==> src/rtl/modn_arb_pkg.sv <==
// Shared types for the mod-N counter arbiter: FSM state encoding and direction constants.
package modn_arb_pkg;

    typedef enum logic [1:0] {
        ST_IDLE = 2'd0,
        ST_LOAD = 2'd1,
        ST_RUN  = 2'd2,
        ST_DONE = 2'd3
    } state_t;

    localparam logic DIR_UP   = 1'b0;
    localparam logic DIR_DOWN = 1'b1;

    localparam int WRAPS_W = 4;

    // Index width that stays legal when only one requester exists.
    function automatic int idx_width(input int n);
        return (n > 1) ? $clog2(n) : 1;
    endfunction

endpackage

==> src/rtl/rr_arbiter.sv <==
// Round-robin pick: first requester at or after ptr, searching cyclically; one-hot result.
module rr_arbiter #(
    parameter int NREQ = 4,
    parameter int IW   = 2
) (
    input  logic [NREQ-1:0] req,
    input  logic [IW-1:0]   ptr,
    output logic [NREQ-1:0] grant
);

    logic          found;
    logic [IW-1:0] idx;

    always_comb begin
        grant = '0;
        found = 1'b0;
        idx   = '0;
        for (int k = 0; k < NREQ; k++) begin
            idx = IW'((int'(ptr) + k) % NREQ);
            if (!found && req[idx]) begin
                grant[idx] = 1'b1;
                found      = 1'b1;
            end
        end
    end

endmodule

==> src/rtl/modn_count_arbiter.sv <==
// Shared mod-N up/down counter handed to one requester at a time by round-robin arbitration.
// Define MODN_ARB_ABORT_EN to let an owner end its run early by dropping req_valid.
module modn_count_arbiter
    import modn_arb_pkg::*;
#(
    parameter int NREQ = 4,
    parameter int W    = 4
) (
    input  logic                    clk,
    input  logic                    reset_n,
    input  logic [NREQ-1:0]         req_valid,
    input  logic [NREQ*W-1:0]       cfg_n,
    input  logic [NREQ-1:0]         cfg_dir,
    input  logic [NREQ*WRAPS_W-1:0] cfg_wraps,
    output logic [NREQ-1:0]         grant,
    output logic                    busy,
    output logic [W-1:0]            count,
    output logic                    wrap,
    output logic [NREQ-1:0]         done
);

    localparam int IW = idx_width(NREQ);

    state_t               state_q, state_d;
    logic [NREQ-1:0]      owner_q;
    logic [W-1:0]         n_q;
    logic                 dir_q;
    logic [WRAPS_W-1:0]   wraps_q;
    logic [W-1:0]         count_q;
    logic [IW-1:0]        ptr_q;

    logic [NREQ-1:0]      arb_gnt;
    logic [IW-1:0]        win_idx;
    logic [W-1:0]         win_n;
    logic                 win_dir;
    logic [WRAPS_W-1:0]   win_wraps;
    logic [W-1:0]         last;
    logic                 at_end;
    logic                 wrap_step;
    logic                 start;

    rr_arbiter #(.NREQ(NREQ), .IW(IW)) u_rr (
        .req   (req_valid),
        .ptr   (ptr_q),
        .grant (arb_gnt)
    );

    always_comb begin
        win_idx   = '0;
        win_n     = '0;
        win_dir   = DIR_UP;
        win_wraps = '0;
        for (int i = 0; i < NREQ; i++) begin
            if (arb_gnt[i]) begin
                win_idx   = IW'(i);
                win_n     = cfg_n[i*W +: W];
                win_dir   = cfg_dir[i];
                win_wraps = cfg_wraps[i*WRAPS_W +: WRAPS_W];
            end
        end
    end

    // N == 0 gives last == all-ones, i.e. a full 2^W modulus.
    assign last      = n_q - 1'b1;
    assign at_end    = (dir_q == DIR_UP) ? (count_q == last) : (count_q == '0);
    assign wrap_step = (state_q == ST_RUN) && at_end;
    assign start     = (state_q == ST_IDLE) && (|req_valid);

    // State register
    always_ff @(posedge clk or negedge reset_n) begin
        if (!reset_n) begin
            state_q <= ST_IDLE;
        end else begin
            state_q <= state_d;
        end
    end

    // Next-state logic
    always_comb begin
        state_d = state_q;
        case (state_q)
            ST_IDLE: if (|req_valid) state_d = ST_LOAD;
            ST_LOAD: state_d = (wraps_q == '0) ? ST_DONE : ST_RUN;
            ST_RUN:  if (wrap_step && (wraps_q == WRAPS_W'(1))) state_d = ST_DONE;
            ST_DONE: state_d = ST_IDLE;
            default: state_d = ST_IDLE;
        endcase
`ifdef MODN_ARB_ABORT_EN
        if (((state_q == ST_LOAD) || (state_q == ST_RUN)) && !(|(req_valid & owner_q))) begin
            state_d = ST_DONE;
        end
`endif
    end

    // Output logic
    always_comb begin
        busy  = (state_q != ST_IDLE);
        grant = busy ? owner_q : '0;
        done  = (state_q == ST_DONE) ? owner_q : '0;
        wrap  = wrap_step;
        count = count_q;
    end

    // Datapath: cfg is captured once on the grant and never looked at again.
    always_ff @(posedge clk or negedge reset_n) begin
        if (!reset_n) begin
            owner_q <= '0;
            n_q     <= '0;
            dir_q   <= DIR_UP;
            wraps_q <= '0;
            count_q <= '0;
            ptr_q   <= '0;
        end else begin
            if (start) begin
                owner_q <= arb_gnt;
                n_q     <= win_n;
                dir_q   <= win_dir;
                wraps_q <= win_wraps;
                ptr_q   <= (win_idx == IW'(NREQ - 1)) ? '0 : win_idx + 1'b1;
            end
            if (state_q == ST_LOAD) begin
                count_q <= (dir_q == DIR_UP) ? '0 : last;
            end
            if (state_q == ST_RUN) begin
                if (dir_q == DIR_UP) begin
                    count_q <= at_end ? '0 : count_q + 1'b1;
                end else begin
                    count_q <= at_end ? last : count_q - 1'b1;
                end
                if (at_end) begin
                    wraps_q <= wraps_q - 1'b1;
                end
            end
        end
    end

endmodule

==> config.mk <==
export PLATFORM = sky130hd
export DESIGN_NAME = modn_count_arbiter
export DESIGN_NICKNAME = d
export VERILOG_FILES = /design/src/rtl/modn_arb_pkg.sv /design/src/rtl/rr_arbiter.sv /design/src/rtl/modn_count_arbiter.sv
export SDC_FILE = /design/constraint.sdc
export NUM_CORES = 1
export LEC_CHECK = 0
export ABC_AREA = 1
export BUFFER_PORTS_ARGS = -buffer_cell sky130_fd_sc_hd__buf_2
export CORE_UTILIZATION = 55
export DETAILED_ROUTE_END_ITERATION = 12
export GPL_TIMING_DRIVEN = 0
export HOLD_SLACK_MARGIN = 0.02
export PLACE_DENSITY = 0.79
export SLEW_MARGIN = 10
export SYNTH_ARGS = -nofsm -noshare
export SYNTH_HDL_FRONTEND = slang
export SYNTH_SLANG_ARGS = --single-unit
==> constraint.sdc <==
create_clock -name clk -period 6.3 [get_ports clk]
set_clock_uncertainty 0.1 [all_clocks]
set_input_delay 0.945 -clock clk [delete_from_list [all_inputs] [get_ports clk]]
set_output_delay 0.945 -clock clk [all_outputs]
set_load 0.02 [all_outputs]
==> results of run 1 <==
-- worst max-delay path, stage by stage, from the launching register on --
cell,delay [ns]
dfrtp_1,0.40
inv_1,0.09
ha_1,0.34
or2_2,0.29
nand4_1,0.10
nor2_1,0.06
nand3_1,0.09
nand2_1,0.10
nand3_1,0.26
inv_1,0.06
buf_2,0.16
-- flip-flops by register name, indices dropped and copies added (netlist names) --
signal and flops:
wraps_q 4, owner_q 4, count 4, dir_q 1
ptr_q 2, state_q 2, n_q 4
-- worst paths after layout --
kind / cells after the start / start / to / slack [ns]
worst max-delay path: 10 / n_q[0] / wrap / 3.03
worst min-delay path: 2 / n_q[1] / n_q[1] / 0.41
worst max register to register: 14 / ptr_q[0] / wraps_q[0] / 3.62
worst min register to register: 2 / n_q[1] / n_q[1] / 0.41
max in group asynchronous: 1 / reset_n / wraps_q[2] / 5.24
min in group asynchronous: 1 / reset_n / state_q[1] / 0.53
-- cells in the final DEF, fill, tap and decap left out, types with 2 or more instances in the layout --
cell type,synthesis,final
nand3_2,3,3
xnor2_1,4,4
buf_2,2,57
clkbuf_1,4,5
nand2_1,95,95
a21oi_1,16,16
nand3_1,41,41
nor2_1,39,39
o22ai_1,2,2
ha_1,16,16
clkbuf_8,0,3
inv_1,45,45
o21ai_0,15,15
nand4_1,2,2
dfrtp_1,21,21
nor2_4,2,2
a21oi_2,4,4
xor2_1,6,6
inv_2,3,3
nand2_4,2,2
-- cell type report --
type	instances	area share, %
clock buffer	4	1.80
timing repair buffer	55	11.0
multi-input combinational	257	54.9
buffer	7	1.60
tap	48	2.40
sequential	21	21.0
inverter	49	7.35
-- stage by stage --
step	worst slack, ns	std cells	instance area [um^2]	util (%)
floorplan	3.65	334	2120	-
global placement	3.39	437	2460	66.7
detailed placement	3.36	437	2460	66.7
CTS	3.06	441	2500	67.9
global route	2.90	441	2500	67.9
finish	3.03	441	2500	67.9
-- routing by layer --
layer / part of all wire (%) / vias up
met5: 0 / -
li1: - / 1177
met1: 49 / 998
met3: 5.9 / 4
met2: 45 / 84
met4: 0.91 / 0
-- logic make-up (layout without fill, tap and decap cells) --
family          Yosys count  in the layout
compound gates           40             40
simple gates            191            191
fa+ha+maj                16             16
buf+inv                  56            115
flops                    21             21
xor+xnor                 10             10
-- report_power, final --
group          internal [mW]  leakage [nW]  total (mW)  switching [mW]
sequential             0.136         0.272       0.137         0.00124
clock                 0.0451        0.0228      0.0905          0.0453
combinational         0.0295          1.13      0.0748          0.0452
total                  0.210          1.43       0.302          0.0918
==> flow_summary.ini, run 1 <==
[run]
drv_cap = 0

[cells_and_area]
drive_gt1_share_pct = 20.4
antennaDiodeCount = 0
area_growth_syn_to_layout_pct = 17.9
multi_input_area_um2 = 1370
seqCellArea_um2 = 526
layout.nets = 452
fillers = 381

[timing]
slew_violations = 0
setup_viol = 0
finalCritPeriodShare_pct = 51.9
fin_crit_ns = 3.27
tightest_slew_ns = 0.479
fmax_mhz = 306
hold_viol_final = 0
setup-tns-final_ns = 0
hold_ws_ns = 0.407
max_slew_margin_pct = 68.1
rsz0062_at_grt = no

[global_route]
grt_usage_pct = 26.5
use_met2_pct = 44.7
grt_pass1_wl_mm = 8.70
antenna_found_initial = 0
busiest_layer = met2
overflow = 0
use_met3_pct = 1.96
grt_util_met1_pct = 36.5
grt_pass1_vias = 2031
grt_max_degree = 22

[synth]
yosys.cell_count.top_type = nand2_1
synth.distinct_cells = 31
synthMuxAreaShare_pct = 0
synth_top_area_share_pct = 24.7
netlist_area_um2 = 2120
synth_fa_ha_area_share_pct = 9.43
synth_area_leaders = dfrtp_1 (25%), nand2_1 (17%), nand3_1 (9.7%), ha_1 (9.4%), inv_1 (8.0%)
ys.flop_type = dfrtp_1
syn-instance-count = 334
synth_top_area_cell = dfrtp_1
synthXorXnorAreaFrac_pct = 4.12
synth_top_family_by_area = simple AND/OR/NAND/NOR gates
ys_seq_elements = 21
synth_async_sr_flop_share_pct = 100
synth_compound_area_share_pct = 10.5
syn_area_per_cell_um2 = 6.36
synth_edf_count = 0
synthSimpleGateAreaFrac_pct = 40.6
synthTopCellsByCount = nand2_1 (95), inv_1 (45), nand3_1 (41)
yosysWarnings = 0
synth_nets = 392
ys_seq_area_share_pct = 24.7

[setup_path]
worst_setup_path_end_kind = primary output
arrival_ns = 2.22
worst-setup-path-type = reg2out
worstPathRequired_ns = 5.25
path_max_fanout = 9
startpoint_type = flip-flop

[drt]
wl_per_cell_um = 11.5
viasPerCell = 5.13
wirelength_mm = 5.08
postRouteAntennaNets = 0
first_iter_violations = 212
firstDrtPassIters = 5
drc = 0
via_count = 2263

[cts]
cts_sinks = 21
cts_inserted_buffers = 3
cts_resized = 0
cts_hold_buf = 0
cts_root_buf = clkbuf_8
clk_pin_slew_ns = 0.08
clock_latency_ns = 0.26
cts_tree = done
htreeDepth = 1
post-cts-setup-buffers = 0
cts_buffer_depth = 2

[floorplanning]
dieHeight_um = 64.1
die_w_um = 64.1
dieArea_um2 = 4110
start_util_pct = 57.6
rows = 22
io_pins = 56
core_area_um2 = 3690

[placement]
hpwl_mm = 3.96
routabilityCongestion = 0.902
port_buffers = 55

[min_path]
hp-class = reg2reg

[power_and_ir_drop]
power_density_nw_per_um2 = 121
ir_drop_mv = 0.0684
p_leak_nw = 1.43
finalPower_mw = 0.302

[status]
status = finished clean
Note: power is estimated with default switching activity, not from simulation.
==> inputs of run 2 (changes only) <==
- CORE_UTILIZATION: 55 -> 54
- PLACE_DENSITY: 0.79 -> 0.77
- clock period: 6.3 -> 3.36 ns (I/O delays scaled with it)
==> run 2 against run 1 <==
Effect of this change: cell count unchanged; worst hold slack worse by 0.34 ns; first-iteration DRC count fell by 60%; global-route usage is 0.47 points lower; utilization fell by 0.40 points; critical path depth is the same; largest power group unchanged; final area up 0.15%; total power up 88%; sequential share of layout area hardly changed.
==> flow_summary.ini, run 2 (synthesis results as in run 1) <==
[floorplanning]
rows = 22
start_util_pct = 57.1
dieArea_um2 = 4190
die_w_um = 64.7
dieHeight_um = 64.7
io_pins = 56
core_area_um2 = 3720

[drt]
viasPerCell = 5.11
firstDrtPassIters = 5
first_iter_violations = 84
wl_per_cell_um = 11.5
wirelength_mm = 5.08
postRouteAntennaNets = 0
via_count = 2252
drc = 0

[cells_and_area]
finalNonFillerCells = 441
layout.nets = 452
layout_commonest_cell = nand2_1
fillers = 381
drive_gt1_share_pct = 20.6
final_util_pct = 67.5
final_cell_mix = nand2_1 (95), buf_2 (57), inv_1 (45)
antennaDiodeCount = 0
final_cell_area_um2 = 2510
area_growth_syn_to_layout_pct = 18.1

[placement]
dpl_cell_area_um2 = 2460
hpwl_mm = 4.10
pre_cts_ws_ns = 0.682
routabilityCongestion = 0.867
dp_cells = 437
port_buffers = 55

[cts]
cts_tree = done
cts_sinks = 21
clock_latency_ns = 0.27
cts_root_buf = clkbuf_8
htreeDepth = 1
post-cts-setup-buffers = 0
clk_pin_slew_ns = 0.09
cts_buffer_depth = 2
cts_inserted_buffers = 3
cts_hold_buf = 0
cts_resized = 0

[power_and_ir_drop]
power_density_nw_per_um2 = 226
finalPower_mw = 0.567
ir_drop_mv = 0.134
p_leak_nw = 1.43

[setup_path]
startpoint_type = flip-flop
slowest_stage = dfrtp_1
cpLargestDelayFamily = simple AND/OR/NAND/NOR gates
worst_setup_path_end_kind = primary output
worstPathRequired_ns = 2.76
worst-setup-path-type = reg2out
r2r_start = ptr_q[0]
slowest_delay_ns = 0.40
arrival_ns = 2.16
crit_path_start = n_q[0]
cp_num_buf_inv = 3
cp_cell_sequence = inv_1 -> ha_1 -> or2_2 -> nand4_1 -> nor2_1 -> nand3_1 -> nand2_1 -> nand3_1 -> inv_1 -> buf_2
path_max_fanout = 9

[status]
status = finished clean

[timing]
fin_ws_ns = 0.600
rsz0062_at_grt = no
finalCritPeriodShare_pct = 82.1
slew_violations = 0
hold_viol_final = 0
hold_ws_ns = 0.0709
fmax_mhz = 362
fin_crit_ns = 2.76
setup_viol = 0
setup-tns-final_ns = 0
tightest_slew_ns = 0.464
max_slew_margin_pct = 68.8

[run]
drv_cap = 0

[global_route]
grt_pass1_vias = 2036
grt_usage_pct = 26.0
grt_max_degree = 22
overflow = 0
antenna_found_initial = 0
grt_pass1_wl_mm = 8.74

[min_path]
hp-class = in2async
-- run 2: cell types whose count changed in the layout (fill, tap and decap cells not counted), sizes merged --
cell      before  now
clkbuf         8    7
clkinvlp       0    1
-- run 2: path summary, 6_finish.rpt --
| kind | slack, ns | to | cells after the start |
|---|---|---|---|
| max | 0.60 | wrap | 10 |
| min | 0.07 | state_q[0] | 1 |
| max reg2reg | 0.64 | wraps_q[0] | 14 |
| min reg2reg | 0.42 | n_q[1] | 2 |
| max in group asynchronous | 2.76 | count[3] | 1 |
| min in group clk | 0.42 | n_q[1] | 2 |
-- run 2: layout make-up --
| type | instances | area (um^2) | share of cell area (%) |
|---|---|---|---|
| Inverter | 49 | 184 | 7.34 |
| Buffer | 7 | 40.0 | 1.60 |
| Tap cell | 48 | 60.1 | 2.40 |
| Clock buffer | 3 | 41.3 | 1.65 |
| Clock inverter | 1 | 7.51 | 0.299 |
| Timing Repair Buffer | 55 | 275 | 11.0 |
| Multi-Input combinational cell | 257 | 1370 | 54.8 |
| Sequential cell | 21 | 526 | 21.0 |
-- run 2: power by group --
group          internal, mW  leakage [nW]  total [mW]  switching [mW]
clock                0.0838        0.0217       0.170          0.0864
combinational        0.0555          1.13       0.141          0.0851
sequential            0.254         0.272       0.257         0.00236
total                 0.394          1.43       0.567           0.174
-- run 2: worst reg2reg max path, cell delays in order, from the launching register on --
cell and delay (ns):
dfrtp_1 0.59, inv_2 0.17, ha_1 0.38, inv_1 0.08, nand3_1 0.08, nand2_1 0.09
nand2_4 0.10, inv_2 0.05, nand3_1 0.10, nand3_1 0.24, nor2_1 0.28, nand3_1 0.11
nand3_1 0.10, nand2_1 0.08, a21oi_2 0.11
-- run 2: per-layer routing --
| metal | vias to the layer above | GRT usage (%) | share of wire, % |
|---|---|---|---|
| li1 | 1181 | - | - |
| met1 | 1031 | 34.2 | 46 |
| met2 | 36 | 46.7 | 51 |
| met3 | 4 | 1.94 | 2.9 |
| met4 | 0 | 4.17 | 0.63 |
| met5 | - | 0 | 0 |
==> inputs of run 3 (changes only) <==
- ABC_AREA: 1 -> 0
- CORE_UTILIZATION: 54 -> 48
- PLACE_DENSITY: 0.77 -> 0.73
- clock period: 3.36 -> 2.5 ns (I/O delays scaled with it)
==> run 3 against run 2 <==
Effect of this change: the run now ends with negative setup slack left; worst hold slack improved by 0.19 ns; clock power increased by 34%; highest routed layer unchanged; register-to-register slack got worse by 0.88 ns; largest cell class unchanged; critical endpoint is now n_q[0].
==> flow_summary.ini, run 3 <==
[setup_path]
worst_setup_path_end_kind = flip-flop
rr_worst_depth = 9
worst-setup-path-type = reg2reg
crit_path_start = ptr_q[0]
r2r_start = ptr_q[0]
path_max_fanout = 7
arrival_ns = 2.79
startpoint_type = flip-flop
worstPathRequired_ns = 2.56

[drt]
first_iter_violations = 105
firstDrtPassIters = 4
wl_per_cell_um = 15.0
wirelength_mm = 5.37
via_count = 2000
drc = 0
postRouteAntennaNets = 0
viasPerCell = 5.60

[synth]
synth_async_sr_flop_share_pct = 100
synth_area_leaders = dfrtp_1 (26%), ha_1 (10%), mux4_2 (4.5%), inv_1 (4.0%), nor2_1 (4.0%)
synthSimpleGateAreaFrac_pct = 17.7
yosysWarnings = 0
ys.flop_type = dfrtp_1
synth.distinct_cells = 55
synth_top_area_cell = dfrtp_1
ys_seq_area_share_pct = 26.5
synthTopCellsByCount = dfrtp_1 (21), inv_1 (21), nor2_1 (21)
synth_top_family_by_area = compound AO/OA/AOI/OAI gates
netlist_area_um2 = 1980
ys_seq_elements = 21
synth_fa_ha_area_share_pct = 10.1
synth_compound_area_share_pct = 28.5
syn-instance-count = 222
synth_edf_count = 0
synth_top_area_share_pct = 26.5
syn_area_per_cell_um2 = 8.94
synth_nets = 280
synthXorXnorAreaFrac_pct = 4.22
synthMuxAreaShare_pct = 6.75

[power_and_ir_drop]
p_leak_nw = 1.32
power_density_nw_per_um2 = 1700
ir_drop_mv = 0.934

[cts]
htreeDepth = 1
cts_buffer_depth = 2
cts_sinks = 21
clk_pin_slew_ns = 0.08
clock_latency_ns = 0.26
cts_tree = done
cts_root_buf = clkbuf_8
cts_inserted_buffers = 3

[cells_and_area]
final_util_pct = 67.6
area_growth_syn_to_layout_pct = 35.4
layout_commonest_cell = buf_2
fillers = 327
layout.nets = 366
final_cell_mix = buf_2 (54), buf_4 (25), nor2_1 (21)
drive_gt1_share_pct = 40.1
antennaDiodeCount = 0

[timing]
setup_viol = 11
tightest_slew_ns = 0.567
finalCritPeriodShare_pct = 109
fmax_mhz = 365
rsz0062_at_grt = yes
fin_ws_ns = -0.236
hold_ws_ns = 0.259
max_slew_margin_pct = 61.8
hold_viol_final = 0
fin_crit_ns = 2.74
slew_violations = 0

[global_route]
overflow = 0
grt_pass1_wl_mm = 8.54
grt_max_degree = 22
grt_usage_pct = 25.6
antenna_found_initial = 0
grt_pass1_vias = 1823

[floorplanning]
start_util_pct = 50.0
die_w_um = 66.3
io_pins = 56
dieArea_um2 = 4400
rows = 23
dieHeight_um = 66.3
core_area_um2 = 3970

[min_path]
min_from = cfg_wraps[2]
hp-class = in2reg
min_path_cells = 3

[placement]
port_buffers = 55
hpwl_mm = 3.78
routabilityCongestion = 0.841
pre_cts_ws_ns = -0.464

[run]
drv_cap = 0

[status]
status = finished with violations
violations = negative setup slack
==> run 3: cell types whose count changed after synthesis, sizes merged, moves of 14 or more <==
cell   change
a21oi     -14
inv       -27
nand2     -79
nand3     -40
nor2      -20
==> run 3: routing by layer <==
layer  global-route usage [%]  up-vias  wire length (um)
li1                         -      985                 -
met1                     34.3      954              2460
met2                     41.5       46              2590
met3                     2.76       15               138
met4                     11.4        0               168
met5                        0        -                 0
==> run 3: kinds of logic after synthesis <==
logic type                 count (synthesis)
AOI/OAI and AO/OA                         69
buffers and inverters                     28
and+or+nand+nor                           72
adders and majority gates                 16
DFF                                       21
xor gates and xnor gates                   8
muxes                                      8
==> run 3: where the power goes <==
part           switching [mW]  internal [mW]  leakage (nW)  total (mW)
Clock                   0.115          0.114        0.0228       0.228
Combinational            1.87           1.77          1.04        3.63
Sequential              0.178          0.516         0.257       0.694
Total                    2.16           2.40          1.32        4.55
==> run 3: layout make-up <==
cell class,instances,area (um^2),share of cell area [%]
multi-input cells,173,1440,53.7
flip-flops and latches,21,528,19.7
repair buffers,81,483,18.0
inverters,21,81.3,3.03
well taps,50,62.6,2.33
clock buffers,4,45.0,1.68
plain buffers,7,45.0,1.68
==> run 3: through the flow <==
step / area (um^2) / power [mW] / instances / setup TNS, ns
2_1_floorplan: 2020 / 3.00 / 222 / -0.892
3_3_place_gp: 2360 / 3.58 / 327 / -3.20
3_5_place_dp: 2360 / 3.64 / 327 / -3.53
4_1_cts: 2610 / 4.31 / 351 / -1.61
5_1_grt: 2690 / 4.90 / 357 / -2.86
6_report: 2690 / 4.55 / 357 / -1.60
==> run 3: timing repair <==
item,4_1_cts,5_1_grt
resized for setup,13,10
setup endpoints to repair,13,14
hold buffers,1,0
hold endpoints to repair,21,0
buffers inserted,19,6
pin swaps,8,9
==> run 3: critical path, stage by stage (launching register included) <==
cell and delay [ns]:
dfrtp_2 0.39, buf_6 0.13, buf_4 0.13, mux4_2 0.53, or2_4 0.28, a221o_1 0.31
o221ai_4 0.10, nor3_4 0.11, a221o_1 0.35, a22o_1 0.20
==> run 3: path summary, 6_finish.rpt <==
| path | end | slack (ns) |
|---|---|---|
| hold / removal | wraps_q[2] | 0.26 |
| max in group asynchronous | ptr_q[0] | 1.44 |
| min in group asynchronous | count[2] | 0.50 |
| setup / recovery | n_q[0] | -0.24 |
| setup reg to reg | n_q[0] | -0.24 |
| hold reg to reg | owner_q[0] | 0.40 |
